--- src/rtl/micro_fetch.sv ---
// Microprogram fetch stage: walks a synchronous microcode ROM and hands words to decode.
// Optional delayed-branch support (one delay slot, one squash bubble) is enabled by MICRO_FETCH_BRANCH_EN.
module micro_fetch (
  input  logic        clk,
  input  logic        reset_n,
  input  logic        start,
  input  logic [7:0]  start_addr,
  input  logic [10:0] data_addr_base,
  input  logic        stall,
  input  logic        jump,
  input  logic [7:0]  jump_addr,
  output logic [7:0]  rom_addr,
  output logic        rom_en,
  input  logic [32:0] rom_data,
  output logic [32:0] micro_instr_out,
  output logic [10:0] data_address_out,
  output logic        valid_out,
  output logic        halted
);

  localparam logic [32:0] HALT_WORD = 33'h1_FFFF_FFFF;

  typedef enum logic [1:0] {IDLE, PRIME, RUN, HALT} state_t;

  state_t      state, state_nxt;
  logic [7:0]  upc;
  logic [10:0] cnt;
  logic        squash;
  logic        load, advance, issue, halt_hit, take_jump;

  function automatic logic is_halt_word(input logic [32:0] w);
    return w == HALT_WORD;
  endfunction

  assign rom_addr = upc;

  always_ff @(posedge clk or negedge reset_n) begin
    if (!reset_n) state <= IDLE;
    else          state <= state_nxt;
  end

  always_comb begin
    state_nxt = state;
    rom_en    = 1'b0;
    load      = 1'b0;
    advance   = 1'b0;
    issue     = 1'b0;
    halt_hit  = 1'b0;
    take_jump = 1'b0;
    case (state)
      IDLE, HALT: begin
        if (start) begin
          load      = 1'b1;
          state_nxt = PRIME;
        end
      end
      PRIME: begin
        rom_en = !stall;
        if (!stall) state_nxt = RUN;
      end
      RUN: begin
        rom_en  = !stall;
        advance = !stall;
        // The word behind a taken branch is dropped, even if it is the halt sentinel.
        if (!stall && !squash) begin
          if (is_halt_word(rom_data)) begin
            halt_hit  = 1'b1;
            state_nxt = HALT;
          end else begin
            issue = 1'b1;
          end
        end
`ifdef MICRO_FETCH_BRANCH_EN
        take_jump = !stall && jump && !halt_hit;
`endif
      end
      default: state_nxt = IDLE;
    endcase
  end

`ifndef MICRO_FETCH_BRANCH_EN
  logic unused_branch;
  assign unused_branch = ^{jump, jump_addr};
`endif

  // Fetch/issue stage: uPC feeds the ROM, ROM word lands on the decode outputs one cycle later.
  always_ff @(posedge clk or negedge reset_n) begin
    if (!reset_n) begin
      upc              <= '0;
      cnt              <= '0;
      squash           <= 1'b0;
      micro_instr_out  <= '0;
      data_address_out <= '0;
      valid_out        <= 1'b0;
      halted           <= 1'b0;
    end else begin
      if (load)           upc <= start_addr;
      else if (take_jump) upc <= jump_addr;
      else if (rom_en)    upc <= upc + 8'd1;

      if (load)       cnt <= data_addr_base;
      else if (issue) cnt <= cnt + 11'd1;

      if (issue) begin
        micro_instr_out  <= rom_data;
        data_address_out <= cnt;
      end

      if (advance) begin
        valid_out <= issue;
        squash    <= take_jump;
      end

      if (halt_hit)  halted <= 1'b1;
      else if (load) halted <= 1'b0;
    end
  end

endmodule

--- config.mk ---
export PLATFORM = sky130hd
export DESIGN_NAME = micro_fetch
export DESIGN_NICKNAME = d
export VERILOG_FILES = /design/src/rtl/micro_fetch.sv
export SDC_FILE = /design/constraint.sdc
export NUM_CORES = 1
export LEC_CHECK = 0
export BUFFER_PORTS_ARGS = -buffer_cell sky130_fd_sc_hd__buf_2
export CORE_MARGIN = 1.5
export CORE_UTILIZATION = 44
export DETAILED_ROUTE_END_ITERATION = 10
export MAX_ROUTING_LAYER = met4
export PLACE_DENSITY = 0.78
export SLEW_MARGIN = 20
export SYNTH_ARGS = -nofsm -noshare
export SYNTH_HDL_FRONTEND = slang
export SYNTH_SLANG_ARGS = --single-unit
--- constraint.sdc ---
create_clock -name clk -period 1.7 [get_ports clk]
set_input_delay 0.085 -clock clk [delete_from_list [all_inputs] [get_ports clk]]
set_output_delay 0.085 -clock clk [all_outputs]
set_load 0.05 [all_outputs]
# Word-level counts from Yosys, hierarchy flattened
# Index checks and enable logic that the tools add are counted.
[op_classes] n_addsub=2 n_mul=0 n_div=0 order_cmp=0 n_eq_ne=8 shift=0 n_mux=21 bitwise_logic=0 n_reduce_logical=8
[op_table] cell="$eq A33 B33 Y1 const B" n=1
[op_table] cell="$mux W11" n=2
[op_table] cell="$mux W8" n=2
[op_table] cell="$mux W1" n=12
[op_table] cell="$add A11 B1 Y11 const B" n=1
[op_table] cell="$add A8 B1 Y8 const B" n=1
[op_table] cell="$mux W2" n=4
[op_table] cell="$ne A2 B2 Y1 const B" n=4
[op_table] cell="$pmux W2 S3" n=1
[op_table] cell="$reduce_bool A2 Y1" n=3
[op_table] cell="$eq A2 B2 Y1 const B" n=2
[op_table] cell="$reduce_and A4 Y1" n=1
[op_table] cell="$reduce_or A2 Y1" n=2
[op_table] cell="$eq A2 B1 Y1 const B" n=1
[op_table] cell="$logic_not A2 Y1" n=1
[op_table] cell="$logic_not A1 Y1" n=1
[totals] reg_bits=67 latch_bits=0 ram_bits=0 romBits=0 input_bits=65 output_inout_bits=55 wordCells=46 n_memories=0

# Depth between registers and ports, before layout
[depth] depth_word=6 mapped_depth=8 depth_no_buf=7

# Least setup slack after synthesis
# Ideal clock, no wire load.
[synth_path] path_kind="reg-to-reg" startpoint="register state[0]" endpoint="register upc[7] (netlist: rom_addr[7])" setup_time_ns=0.083 arrival_ns=2.341 t_required_ns=1.617 slack_ns=-0.724 path_stages_with_launch=8 path_buffers=0 period_less_slack_ns=2.424 path_cell_list="dfrtp_1 -> inv_1 -> ha_1 -> nor2_1 -> and4_1 -> nand3_1 -> xor2_1 -> o21ai_0"
[synth_between] elab_chain_len=4 elab_cells_between_ends=10 cone_classes="3 x eq/ne; 3 x mux; 4 x reduce/logical"
[synth_rtl] item="start: declaration" line="25" source="state_t state, state_nxt;"
[synth_rtl] item="start signal: assignment" line="39" source="else state <= state_nxt;"
[synth_rtl] item="$eq A2 B2 Y1 or $eq A2 B1 Y1 (tied branches)" line="50" source="case (state)"
[synth_rtl] item="$reduce_or A2 Y1 (no line) *"
[synth_rtl] item="$mux W1 *"
[synth_rtl] item="via rom_en" line="13" source="output logic rom_en,"
[synth_rtl] item="$reduce_bool A2 Y1 (no line) *"
[synth_rtl] item="end signal: assignment" line="97" source="if (load) upc <= start_addr;"
[synth_rtl] item="end signal: assignment" line="98" source="else if (take_jump) upc <= jump_addr;"
[synth_rtl] item="end signal: assignment" line="99" source="else if (rom_en) upc <= upc + 8'd1;"
[synth_rtl] item="end: declaration" line="26" source="logic [7:0] upc;"
# Mark *: on every way through the listed nets, which the timed path passes. The rest lies on a longest branch.
# A chain may end at the register's enable or synchronous reset.

# Final worst setup path
[layout_path] startpoint="register state[0]" endpoint="register cnt[9]"
[layout_between] elab_chain_len=4 elab_cells_between_ends=8 cone_classes="2 x eq/ne; 3 x mux; 3 x reduce/logical"
[layout_rtl] item="$eq A2 B2 Y1 or $logic_not A2 Y1 (tied branches)" line="50"
[layout_rtl] item="$reduce_or A2 Y1" line="50"
[layout_rtl] item="$mux W1" line="50"
[layout_rtl] item="$mux W11 or $reduce_bool A2 Y1 (tied branches)"
[layout_rtl] item="end signal: assignment" line="101" source="if (load) cnt <= data_addr_base;"
[layout_rtl] item="end signal: assignment" line="102" source="else if (issue) cnt <= cnt + 11'd1;"
[layout_rtl] item="end: declaration" line="27" source="logic [10:0] cnt;"
# Parallel ways exist; a longest one is shown, timed or not.

==> results.py <==
metrics = {
    "cts": {
        "clock_latency_ns": 0.34,
        "cts_buffers": 9,
        "numClockSinks": 67,
        "path_clk_slew_ns": 0.08,
        "max-clock-path-buffers": 2,
        "cts-htree-levels": 3,
        "cts_tree": "done",
        "clk_root_buffer_cell": "clkbuf_8",
    },
    "worst_setup_path": {
        "crit_required_ns": 1.95,
        "reg2regPathDepth": 7,
        "worst-path-max-fanout": 2,
        "reg2reg_from": "state[0]$_DFFE_PN0P_",
        "worstSetupStartpoint": "state[0]$_DFFE_PN0P_",
        "path_delay_family": "simple AND/OR/NAND/NOR gates",
        "cpMaxStageDelayCell": "or4_1",
        "worstPathCellList": "inv_2, ha_4, and2b_2, nand4_4, or2_1, or4_1, a31oi_1",
        "path_buf_inv": 1,
        "crit_cells": 7,
        "cp-endpoint": "cnt[9]$_DFFE_PN0P_",
        "rr_endpoint": "cnt[9]$_DFFE_PN0P_",
        "path_class": "flip-flop to flip-flop",
        "critical_path.max_stage_delay_ns": 0.48,
        "startpoint_type": "flip-flop",
        "r2r_setup_slack_ns": -0.11,
        "arrival_ns": 2.06,
        "crit_path_end_kind": "flip-flop",
    },
    "status": {
        "outcome": "complete, but fails checks",
        "violations": "negative setup slack",
    },
    "floorplanning": {
        "placementRows": 30,
        "die_w_microns": 85.8,
        "start_util_pct": 44.9,
        "dieArea_sq_um": 7370,
        "ios": 120,
        "core_sq_um": 6720,
        "dieHeight_microns": 85.8,
    },
    "synthesis": {
        "synth-seq-area-share_pct": 55.6,
        "synthCells": 249,
        "yosysMostFrequentCell": "dfrtp_1",
        "ys_warn_count": 0,
        "synth_top_cell_area_share_pct": 55.6,
        "synth_ff_type": "dfrtp_1",
        "syn_nets": 318,
        "synth_area_sq_um": 3020,
        "synth-edff-count": 0,
        "yosysUniqueCellTypes": 38,
        "yosys.area.top_type": "dfrtp_1",
        "synth_area_leaders": "dfrtp_1, mux2_2, nand2_1",
        "synth_seq_cells": 67,
        "synth.avg_cell_area_sq_um": 12.1,
        "ys_async_sr_fraction_pct": 100,
        "yosys-top-cells-count": "dfrtp_1, mux2_2, nand2_1, o21ai_0, nor2_1",
    },
    "grt": {
        "grt_use_total_pct": 22.5,
        "grt_max_degree": 68,
        "grt_pass1_wl_mm": 12.4,
        "grt_pass1_vias": 2551,
        "grt_overflow": 0,
        "antenna_found_initial": 0,
    },
    "pwr": {
        "power_density_nw_per_um2": 2070,
        "finalPower_mw": 9.65,
        "peakVddDrop_mv": 1.06,
        "p_leak_nw": 2.13,
    },
    "route": {
        "drc_errors": 0,
        "first_pass_iters": 4,
        "wl_per_cell_microns": 16.4,
        "ant_nets": 0,
        "routed_via_density": 5.33,
        "drt-total-wl_mm": 8.45,
        "dr_total_vias": 2742,
        "drt_iter0_drc": 131,
    },
    "placed_design": {
        "dpl.hpwl_mm": 5.06,
        "io_buffers": 110,
        "placed_area_sq_um": 3790,
        "place.gp.congestion": 0.788,
        "dp_slack_ns": -0.205,
    },
    "timing": {
        "fmax_mhz": 554,
        "period_needed_ns": 1.81,
        "setup_viol": 8,
        "postLayoutSetupSlackWorst_ns": -0.106,
        "hold_viol": 0,
        "rsz0062_at_grt": "true",
        "timing.clock.skew_ns": 0.00997,
        "fin_crit_sh_pct": 106,
        "slew_headroom_pct": 71.7,
        "final_max_slew_viol_count": 0,
        "max_slew.worst_pin.slew_ns": 0.424,
    },
    "cells_and_area": {
        "nets": 498,
        "layout-drive-gt1-share_pct": 48.6,
        "final_core_utilization_pct": 69.3,
        "synthToLayoutAreaGrowth_pct": 54.2,
        "ff_latch_area_sq_um": 1680,
        "multiInputGateArea_sq_um": 1370,
        "finalInstanceArea_sq_um": 4650,
        "diodes": 0,
        "num-fill-cells": 501,
    },
    "job": {
        "drv_cap": 0,
    },
    "worst_hold_path": {
        "min_path_type": "primary input to flip-flop",
    },
}
-- power breakdown --
| part | total, mW | switching (mW) | internal, mW |
|---|---|---|---|
| combinational | 5.33 | 3.52 | 1.81 |
| clock | 1.37 | 0.644 | 0.723 |
| sequential | 2.95 | 0.567 | 2.38 |
| total | 9.65 | 4.73 | 4.91 |
-- worst min path at each step --
stage	start	end	slack, ns	depth (start not counted)
finish	data_addr_base[6]	cnt[6]$_DFFE_PN0P_	0.01	3
global route	rom_data[11]	micro_instr_out[11]$_DFFE_PN0P_	0.01	2
CTS	data_addr_base[5]	cnt[5]$_DFFE_PN0P_	0.0004	3
detailed placement	reset_n	micro_instr_out[2]$_DFFE_PN0P_	0.14	2
global placement	reset_n	micro_instr_out[2]$_DFFE_PN0P_	0.13	2
floorplan	reset_n	cnt[0]$_DFFE_PN0P_	-0.21	0
-- sequential cells by signal, summed over array words and instances (netlist names) --
register / flops
cnt: 11
valid_out: 1
state: 2
data_address_out: 11
halted: 1
micro_instr_out: 33
rom_addr: 8
-- routing by layer --
| layer | track usage (%) | up-vias | wire length (microns) |
|---|---|---|---|
| li1 | - | 1278 | - |
| met5 | - | - | 0 |
| met4 | 8.06 | 0 | 199 |
| met2 | 36.3 | 86 | 4340 |
| met1 | 28.0 | 1351 | 3610 |
| met3 | 4.81 | 27 | 304 |
-- repair_timing --
item / 4_1_cts / 5_1_grt
buffers inserted: 5 / 5
hold endpoints to repair: 107 / 0
gates cloned: 0 / 3
gates resized for setup: 3 / 25
hold buffers: 41 / 0
pin swaps: 7 / 5
setup endpoints to repair: 36 / 47
-- stage by stage --
stage | hold slack (ns) | TNS [ns] | cells
6_report | 0.0141 | -0.223 | 514
3_5_place_dp | 0.139 | -0.305 | 444
4_1_cts | 0.000435 | -0.196 | 506
2_1_floorplan | -0.211 | -0.208 | 249
5_1_grt | 0.0143 | -1.45 | 514
3_3_place_gp | 0.130 | -0.100 | 444
-- worst min-delay path: cells and delay by family --
kind                   cells  cell delay (ns)
AOI/OAI and AO/OA          1             0.04
and+or+nand+nor            1             0.09
buffers and inverters      1             0.10
-- layout by cell type, fill, tap and decap left out, types with 2 or more instances in the layout --
| cell type | Yosys | final |
|---|---|---|
| buf_2 | 3 | 110 |
| dfrtp_1 | 67 | 67 |
| dlygate4sd3_1 | 0 | 41 |
| mux2_2 | 44 | 32 |
| nand2_1 | 20 | 18 |
| buf_4 | 0 | 17 |
| o21ai_0 | 14 | 13 |
| mux2_4 | 0 | 12 |
| nor2_1 | 12 | 11 |
| clkbuf_8 | 0 | 10 |
| a31oi_1 | 9 | 8 |
| nand4_1 | 7 | 7 |
| nand3_1 | 5 | 5 |
| o31ai_1 | 5 | 5 |
| or4_1 | 5 | 5 |
| buf_6 | 3 | 5 |
| xor2_1 | 4 | 4 |
| or3_1 | 4 | 4 |
| buf_12 | 0 | 4 |
| inv_1 | 4 | 3 |
| and3_4 | 0 | 3 |
| and3_1 | 6 | 3 |
| xnor2_1 | 3 | 3 |
| mux2i_1 | 3 | 3 |
| a21oi_1 | 3 | 3 |
| ha_1 | 4 | 3 |
| nor4_1 | 2 | 2 |
| nand2_2 | 0 | 2 |
| clkinv_4 | 0 | 2 |
| clkinvlp_4 | 0 | 2 |
| clkbuf_16 | 0 | 2 |
-- cell type report --
| type | count | area share (%) |
|---|---|---|
| flip-flops and latches | 67 | 36.0 |
| multi-input cells | 167 | 29.4 |
| repair buffers | 180 | 27.7 |
| clock buffers | 11 | 3.04 |
| well taps | 80 | 2.15 |
| clock inverters | 5 | 1.34 |
| inverters | 4 | 0.323 |
-- kinds of logic (layout without fill, tap and decap cells) --
family / after synthesis / count (layout) / synth area share (%)
muxes: 47 / 47 / 17.4
AOI/OAI and AO/OA: 37 / 37 / 7.55
and+or+nand+nor: 72 / 72 / 13.1
buffers and inverters: 15 / 200 / 2.74
adders and majority gates: 4 / 4 / 1.66
xor gates and xnor gates: 7 / 7 / 2.03
DFF: 67 / 67 / 55.6
No activity file was read; power rests on OpenSTA's default activity.
